`config.mk`:
```
export PLATFORM = sky130hd
export DESIGN_NAME = requant_stage
export DESIGN_NICKNAME = d
export VERILOG_FILES = /design/src/rtl/requant_stage.sv
export SDC_FILE = /design/constraint.sdc
export NUM_CORES = 2
export LEC_CHECK = 0
export ABC_AREA = 1
export BUFFER_PORTS_ARGS = -buffer_cell sky130_fd_sc_hd__buf_4
export CAP_MARGIN = 10
export CORE_MARGIN = 2
export CORE_UTILIZATION = 60
export DETAILED_ROUTE_END_ITERATION = 6
export HOLD_SLACK_MARGIN = 0.15
export PLACE_DENSITY = 0.76
export RECOVER_POWER = 25
export SYNTH_ARGS = -nofsm -noshare
export SYNTH_HDL_FRONTEND = slang
export SYNTH_SLANG_ARGS = --single-unit
```
`constraint.sdc`:
```
create_clock -name clk -period 13.2 [get_ports clk]
set_input_delay 0.66 -clock clk [delete_from_list [all_inputs] [get_ports clk]]
set_output_delay 0.66 -clock clk [all_outputs]
set_load 0.005 [all_outputs]
```
`src/rtl/requant_stage.sv`:
```
// Requantizes a signed accumulator stream: scale multiply, rounding right shift, zero point, ReLU, saturation.
// Latency 3 cycles; all stages advance together when the output is free, and in_ready follows that advance.
module requant_stage #(
    parameter int D_W_ACC = 32,
    parameter int D_W_OUT = 8,
    parameter int SCALE_W = 16,
    parameter int SHIFT_W = 6
) (
    input  logic                       clk,
    input  logic                       rst_n,
    input  logic                       cfg_load,
    input  logic [SCALE_W-1:0]         cfg_scale,
    input  logic [SHIFT_W-1:0]         cfg_shift,
    input  logic signed [D_W_OUT-1:0]  cfg_zp,
    input  logic                       cfg_relu,
    output logic                       cfg_err,
    input  logic                       in_valid,
    output logic                       in_ready,
    input  logic signed [D_W_ACC-1:0]  in_data,
    input  logic                       in_last,
    output logic                       out_valid,
    input  logic                       out_ready,
    output logic signed [D_W_OUT-1:0]  out_data,
    output logic                       out_last,
    output logic [15:0]                sat_count
);

    localparam int P_W = D_W_ACC + SCALE_W + 1;
    localparam int Q_W = P_W + 1;
    localparam int R_W = P_W + 2;

    localparam logic signed [D_W_OUT-1:0] O_MAX = {1'b0, {(D_W_OUT-1){1'b1}}};
    localparam logic signed [D_W_OUT-1:0] O_MIN = {1'b1, {(D_W_OUT-1){1'b0}}};
    localparam logic signed [R_W-1:0]     R_MAX = {{(R_W-D_W_OUT){1'b0}}, O_MAX};
    localparam logic signed [R_W-1:0]     R_MIN = {{(R_W-D_W_OUT){1'b1}}, O_MIN};

    logic [SCALE_W-1:0]        scale_q;
    logic [SHIFT_W-1:0]        shift_q;
    logic signed [D_W_OUT-1:0] zp_q;
    logic                      relu_q;

    logic                  v1, l1, v2, l2, clip3;
    logic signed [P_W-1:0] p1;
    logic signed [Q_W-1:0] q2;

    logic adv, accept, cfg_ok;

    logic signed [P_W-1:0]     a_ext, b_ext, p_nx;
    logic [Q_W-1:0]            rnd;
    logic signed [Q_W-1:0]     sum, q_nx;
    logic signed [R_W-1:0]     r;
    logic signed [D_W_OUT-1:0] out_nx;
    logic                      clip_nx;

    assign adv      = out_ready | ~out_valid;
    assign in_ready = adv & rst_n;
    assign accept   = in_valid & in_ready;
    // Config may only change with nothing in flight, so every stage can read it directly.
    assign cfg_ok   = cfg_load & ~v1 & ~v2 & ~out_valid & ~in_valid;

    assign a_ext = $signed({{(P_W-D_W_ACC){in_data[D_W_ACC-1]}}, in_data});
    assign b_ext = $signed({{(P_W-SCALE_W){1'b0}}, scale_q});
    assign p_nx  = a_ext * b_ext;

    always_comb begin
        rnd  = Q_W'(1) << (shift_q - SHIFT_W'(1));
        sum  = $signed({p1[P_W-1], p1}) + $signed(rnd);
        q_nx = {p1[P_W-1], p1};
        // Shifts at or beyond the product width always round to zero.
        if (shift_q != '0) begin
            if (int'(shift_q) >= P_W) begin
                q_nx = '0;
            end else begin
                q_nx = sum >>> shift_q;
            end
        end
    end

    always_comb begin
        r = $signed({q2[Q_W-1], q2}) + $signed({{(R_W-D_W_OUT){zp_q[D_W_OUT-1]}}, zp_q});
        if (relu_q && r < 0) begin
            r = '0;
        end
        clip_nx = 1'b0;
        out_nx  = r[D_W_OUT-1:0];
        if (r > R_MAX) begin
            out_nx  = O_MAX;
            clip_nx = 1'b1;
        end else if (r < R_MIN) begin
            out_nx  = O_MIN;
            clip_nx = 1'b1;
        end
    end

    always_ff @(posedge clk or negedge rst_n) begin
        if (!rst_n) begin
            scale_q <= SCALE_W'(1);
            shift_q <= '0;
            zp_q    <= '0;
            relu_q  <= 1'b0;
            cfg_err <= 1'b0;
        end else begin
            cfg_err <= cfg_load & ~cfg_ok;
            if (cfg_ok) begin
                scale_q <= cfg_scale;
                shift_q <= cfg_shift;
                zp_q    <= cfg_zp;
                relu_q  <= cfg_relu;
            end
        end
    end

    always_ff @(posedge clk or negedge rst_n) begin
        if (!rst_n) begin
            v1        <= 1'b0;
            l1        <= 1'b0;
            p1        <= '0;
            v2        <= 1'b0;
            l2        <= 1'b0;
            q2        <= '0;
            out_valid <= 1'b0;
            out_last  <= 1'b0;
            out_data  <= '0;
            clip3     <= 1'b0;
        end else if (adv) begin
            v1 <= accept;
            if (accept) begin
                p1 <= p_nx;
                l1 <= in_last;
            end
            v2 <= v1;
            if (v1) begin
                q2 <= q_nx;
                l2 <= l1;
            end
            out_valid <= v2;
            out_last  <= v2 & l2;
            clip3     <= v2 & clip_nx;
            if (v2) begin
                out_data <= out_nx;
            end
        end
    end

    always_ff @(posedge clk or negedge rst_n) begin
        if (!rst_n) begin
            sat_count <= '0;
        end else if (cfg_ok) begin
            sat_count <= '0;
        end else if (out_valid && adv && clip3 && sat_count != 16'hffff) begin
            sat_count <= sat_count + 16'd1;
        end
    end

endmodule

```
### Word level (Yosys, flattened, before mapping)

Index checks and enable logic that the tools add are counted.

* bits of input ports: 69
* output and inout port bits: 28
* logic and storage cells: 61
* register bits after elaboration: 162

* multipliers: 1
* add/subtract/negate cells: 4
* muxes and demuxes: 9
* $lt $le $gt $ge: 4
* shifts and indexed selects: 2
* eq/ne operators: 1
* reductions and logical operators: 9
* bitwise logic cells: 15

Operators with widths (number)
* 50-bit two-way mux: 2
* 50-bit by 8-bit adder with 51-bit output: 1
* 51-bit by 8-bit > comparator with 1-bit output, second input constant: 1
* 51-bit by 1-bit < comparator with 1-bit output, second input constant: 1
* 51-bit by 8-bit < comparator with 1-bit output, second input constant: 1
* 51-bit two-way mux: 1
* 49-bit by 50-bit adder with 50-bit output: 1
* 1-bit by 6-bit left shift with 50-bit output, first input constant: 1
* 50-bit by 6-bit >>> shifter with 50-bit output: 1
* 32-bit by 17-bit multiplier with 49-bit output: 1
* 16-bit two-way mux: 2
* 16-bit by 1-bit adder with 16-bit output, second input constant: 1
* 8-bit two-way mux: 2
* 16-bit inequality test, second input constant: 1
* 1-bit bitwise AND: 9
* 6-bit >= comparator, second input constant: 1
* 2-bit AND reduction: 3
* 6-bit nonzero test: 1
* 6-bit by 1-bit subtractor with 6-bit output, second input constant: 1
* 1-bit NOT: 5
* 1-bit logical AND: 4
* 1-bit two-way mux: 2
* 2-bit nonzero test: 1
* 1-bit bitwise OR: 1

### Logic depth before layout (Yosys ltp)

* depth after elaboration: 8
* depth in mapped cells: 35
* depth with buffers taken out: 33

### Worst setup path before layout

Ideal clock, no wire load.

* path type: input -> register
* from: input in_data[5]
* to: register p1[42]
* setup time: 0.118 ns
* slack: 6.665 ns
* required time: 13.082 ns
* arrival: 6.417 ns
* stages on the path: 29
* path buffers: 2
* cells stage by stage: clkbuf_1 clkbuf_1 nand2_1 fa_1 inv_1 fa_1 inv_1 fa_1 inv_1 fa_1 fa_1 inv_1 fa_1 inv_1 ha_1 a21oi_1 inv_1 a21oi_1 o21ai_0 nand2_1 o211ai_1 a21oi_1 o21a_1 o21ai_0 nand2_1 o211ai_1 or2_2 nand3_1 nand2_1

* cells in the longest elaborated chain, start to end: 1

RTL lines
* start, declared: RTL line 19 `input logic signed [D_W_ACC-1:0] in_data,`
* 32-bit by 17-bit multiplier with 49-bit output: RTL line 63 `assign p_nx = a_ext * b_ext;`
* end signal, assigned: RTL line 128 `p1 <= p_nx;`
* end, declared: RTL line 43 `logic signed [P_W-1:0] p1;`

Every way passes these cells.
A chain may end at the register's enable or synchronous reset.

### Final worst setup path

* from: register scale_q[2]
* to: register p1[48]

* cells in the longest elaborated chain, start to end: 1

RTL lines
* start, declared: RTL line 37 `logic [SCALE_W-1:0] scale_q;`
* start signal, assigned: RTL line 105 `scale_q <= cfg_scale;`
* 32-bit by 17-bit multiplier with 49-bit output: RTL line 63

Every way passes these cells.

==> results.py <==
metrics = {
    "timing": {
        "max_clock_freq_ghz": 0.141,
        "period_minus_slack_ns": 7.10,
        "timing.max_slew.rel_slack": -0.396,
        "hold_slack_ns": 0.391,
        "max_slew_violation_count": 78,
        "worst_clock_skew_ns": 0.0175,
        "unrepaired_setup_endpoints_after_global_routing": "no",
        "timing.setup.tns_ns": 0,
        "hold_viol_final": 0,
        "finalSetupViolations": 0,
        "worst_slew_pin_slew_ns": 2.09,
        "final_min_period_over_clock_period": 0.538,
    },
    "place": {
        "place_hpwl_microns": 103000,
        "placement.io_buffers": 96,
        "dpl-instance-area_sq_um": 39200,
        "place.gp.congestion": 1.04,
    },
    "run_status": {
        "status": "finished with violations",
        "violations_in_the_final_reports": "DRC, capacitance limit, slew limit",
    },
    "setup_path": {
        "worst_path_most_repeated_cell": "sky130_fd_sc_hd__fa_1",
        "critical_path_buf_inv_count": 5,
        "timing.critical_path.slowest_stage_cell": "sky130_fd_sc_hd__fa_1",
        "critical_path_peak_fanout": 33,
        "crit_required_ns": 13.50,
        "worstPathCellList": "buf_4, nand2_1, fa_1, fa_1, inv_1, fa_1, fa_1, fa_1, inv_1, fa_1, inv_1, ha_1, a21oi_1, inv_1, a31oi_1, o21ai_0, a31oi_1, nand3_1, nand3_1, nand3_1, or2_2, nand3_1, o21ai_0",
        "cp-start-kind": "flip-flop",
        "timing_worst_setup_path_type": "flip-flop to flip-flop",
        "cp_top_family": "adder cells",
        "kind_of_capture_point_of_the_worst_setup_path": "flip-flop",
        "data_arrival_at_the_endpoint_of_the_critical_path_ns": 7.40,
        "cpPeakStageDelay_ns": 0.77,
    },
    "detailed_routing": {
        "detail_route.vias_per_cell": 5.52,
        "first_pass_iteration_count_of_the_detailed_router": 7,
        "drcViolationCount": 2,
        "wl_microns": 125000,
        "num_vias": 37216,
        "wire_per_inst_microns": 18.6,
        "final_antenna_net_count": 0,
        "detail_route.iter0.violations": 3909,
    },
    "global_routing": {
        "number_of_antenna_violations_at_the_first_check_in_global_routing": 0,
        "global_route.usage.total": 0.381,
        "vias_in_the_first_global_route": 36439,
        "grt_remaining_overflow": 0,
        "grt_max_degree": 80,
        "grt_pass1_wl_microns": 196000,
    },
    "cts": {
        "cts_max_level": 4,
        "tritoncts": "yes",
        "number_of_buffers_inserted_by_post_cts_setup_repair": 0,
        "cts-root-to-sink-buffers": 2,
        "cts_buffers": 17,
        "clkLatencyLatePin_ns": 0.46,
        "clock-root-buffer": "sky130_fd_sc_hd__clkbuf_16",
        "post_cts_resize_count": 0,
        "cts-hold-fix-buffers": 1,
        "cts.clk_slew.worst_paths_ns": 0.08,
        "numClockSinks": 162,
    },
    "synth": {
        "synth_seq_cells": 162,
        "synth.top_cell.area_share": 0.258,
        "syn_avg_cell_area_sq_um": 6.39,
        "synth.largest_area_cell": "sky130_fd_sc_hd__fa_1",
        "synth_warnings": 0,
        "synth_cell_type_count": 55,
        "synthCells": 5965,
        "synth.yosys.seq_area_share": 0.106,
        "syn-cell-area_sq_um": 38100,
        "synth.area.top_cells": "sky130_fd_sc_hd__fa_1, sky130_fd_sc_hd__nand2_1, sky130_fd_sc_hd__inv_1",
        "mappedNetlistNets": 6742,
    },
    "die": {
        "die_height_microns": 256,
        "floorplan.die_area_sq_um": 65500,
        "design.core.area_sq_um": 63000,
        "top_level_ports": 97,
        "floorplan.initialDensity": 0.605,
        "rows": 92,
        "die_width_microns": 256,
    },
    "flow_run": {
        "max_cap_violations": 2,
    },
    "layout": {
        "layout.nets": 6657,
        "drive_above_1_share": 0.0365,
        "antenna-diode-count": 0,
        "finish.instance_area_sq_um": 39700,
        "area_growth_syn_to_layout_pct": 4.34,
    },
    "hold_path": {
        "min_path_type": "input port to flip-flop",
    },
}
-- state kept, by name, indices dropped and copies added (netlist names) --
signal and cells:
l2 1, v2 1, l1 1, p1 49
zp_q 8, out_data 8, v1 1, shift_q 6
scale_q 16, out_last 1, relu_q 1, out_valid 1
sat_count 16, clip3 1, cfg_err 1, q2 50
-- logic make-up (layout without fill, tap and decap cells) --
group,count (synthesis),in the layout,synth area share
fa+ha+maj,708,708,0.329
compound gates,470,470,0.0672
buf+inv,1638,1565,0.163
xor+xnor,75,75,0.0172
flops,162,162,0.106
simple gates,2912,2912,0.317
-- cells in the final DEF (no fill, tap or decap), drive strengths merged, types with 16 or more instances in the layout --
master  count
o21ai     128
inv      1405
nand3     571
xnor2      37
a21oi     255
o21bai     17
or2        16
a31oi      25
nand2    1827
fa        491
clkbuf     46
dfrtp     161
xor2       38
buf       104
ha        217
nand4      45
nor3       36
nor2      380
-- cells in the mapped netlist (all sizes together) --
cell and number:
nand2 1827, inv 1400, nand3 571, fa 491, nor2 380, a21oi 255
ha 217, clkbuf 187, dfrtp 161, o21ai 128, buf 49, nand4 45
xor2 38, xnor2 37, nor3 36, a31oi 25, o21bai 17, or2 16
o211ai 12, nand3b 11, o21a 11, a21o 8, and2 8, nor4 8
and3 7, a211oi 5, clkinv 2, o221ai 2, a211o 1, a21boi 1
a221oi 1, a22o 1, a22oi 1, dfstp 1, nand2b 1, nor3b 1
nor4b 1, o221a 1, o31ai 1
-- worst min-delay path, stage by stage --
cell	delay (ns)
sky130_fd_sc_hd__buf_4	0.08
sky130_fd_sc_hd__nand2_1	0.04
sky130_fd_sc_hd__nand2_1	0.04
-- path summary, 6_finish.rpt --
kind / from / endpoint / slack (ns) / cells past startpoint
max: scale_q[2] / p1[48] / 6.10 / 23
min: cfg_scale[8] / scale_q[8] / 0.39 / 3
max reg2reg: scale_q[2] / p1[48] / 6.10 / 23
min reg2reg: out_data[6] / out_data[6] / 0.48 / 2
max in group asynchronous: rst_n / p1[47] / 9.14 / 4
min in group asynchronous: rst_n / shift_q[3] / 1.36 / 2
-- per-layer routing --
| layer | vias to the layer above | share of wire | track usage | routed length [microns] |
|---|---|---|---|---|
| met1 | 17486 | 0.40 | 0.503 | 50500 |
| met5 | - | 0 | 0 | 0 |
| met2 | 1758 | 0.46 | 0.629 | 57700 |
| met4 | 0 | 0.046 | 0.154 | 5740 |
| met3 | 288 | 0.089 | 0.0570 | 11100 |
| li1 | 17684 | - | - | - |
-- per-stage QoR --
step / utilization / cells / setup slack [ns]
global placement: 0.623 / 6706 / 6.35
floorplan: - / 5965 / 6.67
finish: 0.631 / 6738 / 6.10
detailed placement: 0.623 / 6706 / 6.21
CTS: 0.632 / 6738 / 6.24
global route: 0.631 / 6738 / 5.87
-- cell type report --
type	instances	area [sq um]
multi-input combinational	4165	27800
fill	6142	23200
inverter	1402	5270
sequential	162	4060
tap	846	1060
timing repair buffer	132	967
clock buffer	19	433
clock inverter	12	126
Power is not shown: default switching activity piles up to over one toggle a cycle in this logic, so the estimate is an artifact.
